==> src/rtl/memory_register_if.sv <==
// Access bus for memory_register: address, write data, byte mask and registered read results.
interface memory_register_if #(
  parameter int unsigned DATA_WIDTH = 32,
  parameter int unsigned ADDR_WIDTH = 16
);
  logic                    write;
  logic [DATA_WIDTH/8-1:0] byteEnable;
  logic [ADDR_WIDTH-1:0]   dirrOutput;
  logic [DATA_WIDTH-1:0]   dataInput;
  logic [DATA_WIDTH-1:0]   dataOutput;
  logic                    addrError;

  modport master (
    output write, byteEnable, dirrOutput, dataInput,
    input  dataOutput, addrError
  );

  modport slave (
    input  write, byteEnable, dirrOutput, dataInput,
    output dataOutput, addrError
  );
endinterface

==> src/rtl/memory_register.sv <==
// Word-addressed register bank with byte-masked writes and a registered read port.
// Define MEMORY_REGISTER_BYPASS_EN to forward same-cycle write data to the read port.
module memory_register #(
  parameter int unsigned DATA_WIDTH = 32,
  parameter int unsigned ADDR_WIDTH = 16,
  parameter int unsigned DEPTH      = 16
) (
  input logic               clk,
  input logic               reset,
  memory_register_if.slave  bus
);
  localparam int unsigned Lanes = DATA_WIDTH / 8;
  localparam int unsigned IdxW  = (DEPTH > 1) ? $clog2(DEPTH) : 1;

  logic [DATA_WIDTH-1:0] mem_q [DEPTH];
  logic [DATA_WIDTH-1:0] mem_d [DEPTH];
  logic [DATA_WIDTH-1:0] data_q, data_d;
  logic                  err_q, err_d;

  logic                  in_range;
  logic [IdxW-1:0]       idx;
  logic [DATA_WIDTH-1:0] old_word;
  logic [DATA_WIDTH-1:0] merged;

  assign in_range = 32'(bus.dirrOutput) < DEPTH;
  assign idx      = bus.dirrOutput[IdxW-1:0];

  always_comb begin
    old_word = '0;
    if (in_range) begin
      old_word = mem_q[idx];
    end
    merged = old_word;
    for (int unsigned i = 0; i < Lanes; i++) begin
      if (bus.byteEnable[i]) begin
        merged[8*i +: 8] = bus.dataInput[8*i +: 8];
      end
    end
  end

  always_comb begin
    mem_d = mem_q;
    if (bus.write && in_range) begin
      mem_d[idx] = merged;
    end
  end

  always_comb begin
    data_d = '0;
    err_d  = !in_range;
    if (in_range) begin
`ifdef MEMORY_REGISTER_BYPASS_EN
      data_d = bus.write ? merged : old_word;
`else
      data_d = old_word;
`endif
    end
  end

  // Reset wins over a concurrent write: the whole array is cleared on that edge.
  always_ff @(posedge clk) begin
    if (reset) begin
      mem_q  <= '{default: '0};
      data_q <= '0;
      err_q  <= 1'b0;
    end else begin
      mem_q  <= mem_d;
      data_q <= data_d;
      err_q  <= err_d;
    end
  end

  assign bus.dataOutput = data_q;
  assign bus.addrError  = err_q;
endmodule

==> src/flat_wrapper.sv <==
// flat-port wrapper written by rule: the top's interface ports become plain ports
module memory_register_flat 
#(
  parameter int unsigned DATA_WIDTH = 32,
  parameter int unsigned ADDR_WIDTH = 16,
  parameter int unsigned DEPTH      = 16
)
  (clk, reset, bus_write, bus_byteEnable, bus_dirrOutput, bus_dataInput, bus_dataOutput, bus_addrError);
  memory_register_if #(.DATA_WIDTH(DATA_WIDTH), .ADDR_WIDTH(ADDR_WIDTH)) bus_i ();
  input logic clk;
  input logic reset;
  input wire logic [$bits(bus_i.write)-1:0] bus_write;
  input wire logic [$bits(bus_i.byteEnable)-1:0] bus_byteEnable;
  input wire logic [$bits(bus_i.dirrOutput)-1:0] bus_dirrOutput;
  input wire logic [$bits(bus_i.dataInput)-1:0] bus_dataInput;
  output wire logic [$bits(bus_i.dataOutput)-1:0] bus_dataOutput;
  output wire logic [$bits(bus_i.addrError)-1:0] bus_addrError;
  assign bus_i.write = bus_write;
  assign bus_i.byteEnable = bus_byteEnable;
  assign bus_i.dirrOutput = bus_dirrOutput;
  assign bus_i.dataInput = bus_dataInput;
  assign bus_dataOutput = bus_i.dataOutput;
  assign bus_addrError = bus_i.addrError;
  memory_register #(.DATA_WIDTH(DATA_WIDTH), .ADDR_WIDTH(ADDR_WIDTH), .DEPTH(DEPTH)) u_core (.clk(clk), .reset(reset), .bus(bus_i));
endmodule
==> config.mk <==
export PLATFORM = sky130hd
export DESIGN_NAME = memory_register_flat
export DESIGN_NICKNAME = d
export VERILOG_FILES = /design/src/rtl/memory_register_if.sv /design/src/rtl/memory_register.sv /design/src/flat_wrapper.sv
export SDC_FILE = /design/constraint.sdc
export NUM_CORES = 1
export LEC_CHECK = 0
export ABC_AREA = 1
export ABC_CLOCK_PERIOD_IN_PS = 2800
export CAP_MARGIN = 40
export CORE_UTILIZATION = 45
export DETAILED_ROUTE_END_ITERATION = 8
export GPL_TIMING_DRIVEN = 0
export SLEW_MARGIN = 20
export SYNTH_ARGS = -nofsm -noshare
export SYNTH_HDL_FRONTEND = slang
export SYNTH_SLANG_ARGS = --single-unit
==> constraint.sdc <==
create_clock -name clk -period 2.8 [get_ports clk]
set_input_delay 0.56 -clock clk [delete_from_list [all_inputs] [get_ports clk]]
set_output_delay 0.56 -clock clk [all_outputs]
set_load 0.02 [all_outputs]
* Word level (Yosys, flattened, before mapping)
Index checks and enable logic that the tools add are counted.
Word-level totals: word-level logic and storage cells 38, output and inout bits 33, register bits after elaboration 545
Cells by class: bitwise logic cells 2, order comparisons 3, multiplexer cells 11, reduce and logical (&&, ||, !) cells 4
Operators with widths (number):
- 512-bit bitwise mux | 1
- 32-bit binary-select mux with 4-bit select | 1
- 32-bit demux with 4-bit select | 1
- 32-bit two-way mux | 4
- 8-bit two-way mux | 4
- 16-bit by 5-bit < comparator with 1-bit output, second input constant | 1
- 5-bit greater-or-equal comparator, second input constant | 1
- 5-bit by 1-bit < comparator with 1-bit output, second input constant | 1
- 4-bit inverter with 5-bit output | 1
- 1-bit logical AND | 2
- 2-bit OR reduction | 1
- 1-bit logical NOT | 1
- 1-bit inverter | 1

* Depth between registers and ports, before layout
depth after elaboration 7, gate-level depth with buffers 16, depth with buffers taken out 12

* Least setup slack after synthesis
OpenSTA, ideal clock, no wires.
path type input to register, from in bus_dirrOutput[0], to reg u_core.mem_q[179] (netlist name), library setup time 0.109 ns, slack 0.721 ns, buffers on the path 4, arrival 1.970 ns, stages on the path 16, cells stage by stage buf_4 -> inv_1 -> buf_4 -> buf_2 -> nand2_1 -> nand2_1 -> nand2_1 -> nand2_1 -> nand2_1 -> nand2_1 -> nor2_1 -> nand3_1 -> buf_2 -> nand3_1 -> nand2_1 -> inv_1
On the way: longest elaborated chain between the ends 7, elaborated cells on any way between the ends 14, those cells by class order compare (3); mux (8); bitwise (1); reduce/logical (2)
Ends and longest elaborated chain:
- start: declaration | line flat_wrapper.sv:14 | input wire logic [$bits(bus_i.dirrOutput)-1:0] bus_dirrOutput;
- parallel branches: the longest is 7 deep, another holds 16-bit by 5-bit < comparator with 1-bit output
- end signal: assignment | line memory_register.sv:67 | mem_q <= mem_d;
- end: declaration | line memory_register.sv:15 | logic [DATA_WIDTH-1:0] mem_q [DEPTH];
Parallel ways; which one is timed is not known. The select of a mux whose other input is x is not followed. A chain may end at the register's enable or synchronous reset.

* Worst setup path in the final report
from in bus_dirrOutput[3], to reg u_core.mem_q[190] (netlist name)
Same word-level chain as after synthesis.

==> impl_metrics.csv <==
group,metric,value,unit
synth,ys_async_sr_fraction,0,%
worst_setup_path,crit_path_cell_trace,"clkdlybuf4s50_1, inv_1, nand2_4, inv_1, clkbuf_1, nand2_1, nand2_1, nor2_1, nand3_2, buf_2, nand3_1, nand2_1, inv_1",
synth,postSynthCellCount,5134,
die,die-area,0.0665,sq mm
cells_and_area,drive_gt1_share,6.65,%
worst_hold_path,hp-class,"flop to flop",
route,drt-initial-drc-count,2489,
global_route,grt.total_usage,28.4,%
placed_design,dp_hpwl,74.1,mm
run_status,status,"finished clean",
sta,max_freq,371,MHz
die,initial_utilization,45.6,%
route,post_drt_wl_per_cell,15.3,um
synth,synthSimpleGateAreaFrac,45.9,%
synth,synth_mux_area_share,0,%
synth,synth_xor_area_share,0,%
pwr,p_per_area,523,mW/mm^2
global_route,grt_pass1_vias,25757,
route,drt-pass1-iter-count,6,
cts,clockBufferDepth,3,
run,maxCapViolCount,0,
die,core,0.0646,sq mm
placed_design,globalplace.congestion,0.876,
synth,synth_top_area_cell,"dfxtp_1",
route,drc,0,
worst_setup_path,crit_start,"bus_dirrOutput[3]",
cts,h-tree-depth,2,
synth,syn_area_per_cell,5.74,sq um
synth,synth_area,0.0294,sq mm
synth,ys_top_cells_by_area,"dfxtp_1, nand2_1, nor2_1",
global_route,grt_max_degree,16,
die,die_h,258,um
cts,clkTransAtPathRegs,60,ps
synth,netlist.area_leader.share,37.0,%
cells_and_area,final_nets,5333,
synth,synth.most_common_cell,"nand2_1",
cells_and_area,post-route-util,51.9,%
synth,synthAdderAreaFrac,0,%
cells_and_area,seq_area,0.0109,sq mm
cts,numCtsBuffers,61,
sta,hold_viol,0,
cts,clock_latency,640,ps
synth,synth_common_cells,"nand2_1, nor2_1, inv_1, dfxtp_1, nand3_1",
worst_setup_path,regToRegStartpoint,"u_core.mem_q[382]",
synth,synth.distinct_cells,20,
synth,yosysWarningCount,0,
sta,period_needed,2700,ps
sta,worstMarginPinSlew,830,ps
cts,post-cts-setup-buffers,0,
sta,finalWorstSetupSlack,104,ps
pwr,vdd_drop_max,0.451,mV
sta,fin_crit_sh,96.3,%
route,vias,28517,
sta,finalClockSkew,19.3,ps
synth,ys_seq_area_share,37.0,%
worst_hold_path,hp-start,"u_core.mem_q[147]",
global_route,grt_antenna_before_repair,0,
worst_setup_path,crit_required,3380,ps
worst_setup_path,cp-start-kind,"primary input",
worst_setup_path,cp_max_fo,10,
global_route,grt_pass1_wl,148,mm
synth,synth_edf_count,0,
worst_setup_path,cpMaxStageDelayCell,"clkdlybuf4s50_1",
cts,cts_tree,"built",
route,wirelength,94.6,mm
cells_and_area,area.growth.synth_to_final,13.8,%
synth,synth_top_family_by_area,"simple AND/OR/NAND/NOR gates",
synth,synth_seq_cells,545,
cells_and_area,multiInputGateArea,0.0139,sq mm
cts,clock_sinks,545,
cells_and_area,diodes,0,
synth,synth_ff_type,"dfxtp_1",
placed_design,dp_slack,-930,ps
worst_setup_path,end_kind,"flop",
route,post_drt_via_cell_ratio,4.61,
worst_setup_path,crit_arrival,3280,ps
cts,cts_root_buffer,"clkbuf_16",
sta,setup_viol,0,
global_route,grt_overflow,0,
pwr,p_leak,0.0177,uW
sta,slew_violations,0,
synth,syn_nets,5189,
synth,synth_compound_area_share,1.10,%
die,die_w,258,um
die,rows,93,
cells_and_area,fillers,6876,
placed_design,io_buffers,81,
sta,max-slew-margin-rel,44.7,%
sta,holdWs,560,ps
worst_setup_path,critPathMaxStageDelay,560,ps
die,io_pins,88,
worst_setup_path,path_class,"primary input to flop",
route,postRouteAntennaNets,0,
-- cell type report --
type | instances | area share [%]
flip-flops and latches | 545 | 32.6
multi-input cells | 3402 | 41.5
clock buffers | 96 | 5.70
clock inverters | 15 | 0.534
well taps | 855 | 3.19
plain buffers | 308 | 4.23
inverters | 879 | 9.85
repair buffers | 81 | 2.43
-- cell families after synthesis --
| group | count (synthesis) |
|---|---|
| flip-flops | 545 |
| AND/OR/NAND/NOR | 3337 |
| AO/OA/AOI/OAI | 65 |
| buffers and inverters | 1187 |
-- registers in the layout, indices dropped and copies added, names as in the netlist --
register / cells
u_core.bus.addrError: 1
u_core.bus.dataOutput: 32
u_core.mem_q: 512
-- path summary, 6_finish.rpt --
path / end / slack, ps / cells after the start
worst max-delay path: u_core.mem_q[190] / 100 / 13
worst min-delay path: u_core.mem_q[147] / 560 / 4
worst max register to register: u_core.mem_q[190] / 710 / 13
worst min register to register: u_core.mem_q[147] / 560 / 4
-- cells in the final DEF (no fill, tap or decap), drive strengths merged --
master         netlist  final
dlymetal6s2s         0      1
nand3              544    544
o21ai               32     32
clkdlybuf4s50        0     80
nor2              1370   1370
nand2             1422   1422
inv                879    880
buf                209    207
bufinv               0      4
clkinv               0     10
a21oi               33     33
clkbuf              99    197
dfxtp              545    545
nor3                 1      1
-- critical path: cells and delay by family --
kind / cells / cell delay (ps)
and+or+nand+nor: 7 / 1240
buffers and inverters: 6 / 1460
-- stage by stage --
step	std cells	instance area (sq um)	setup TNS, ps	power (uW)
global route	6181	33500	-6.87	18100
CTS	6181	33400	-3.01	17600
finish	6181	33500	0	17500
detailed placement	6070	31300	-309920	9280
global placement	6070	31300	-296590	9270
floorplan	5134	29400	0	8730
-- layer usage --
layer | GRT usage [%] | vias to the layer above | part of all wire (%)
met5 | 0 | - | 0
met4 | 7.12 | 0 | 2.2
met3 | 3.03 | 120 | 6.5
met2 | 46.4 | 761 | 44
met1 | 39.9 | 12402 | 47
li1 | - | 15234 | -
-- power breakdown --
part	leakage [uW]	internal, uW	switching [uW]
clock network	0.00104	5000	3390
registers	0.00439	7750	0.217
logic	0.0123	350	1030
total	0.0177	13100	4420
-- repair_timing --
| item | CTS | global route |
|---|---|---|
| hold buffers | 0 | 0 |
| endpoints found under the setup margin | 164 | 324 |
| resized for setup | 11 | 22 |
No activity file was read; power rests on OpenSTA's default activity.
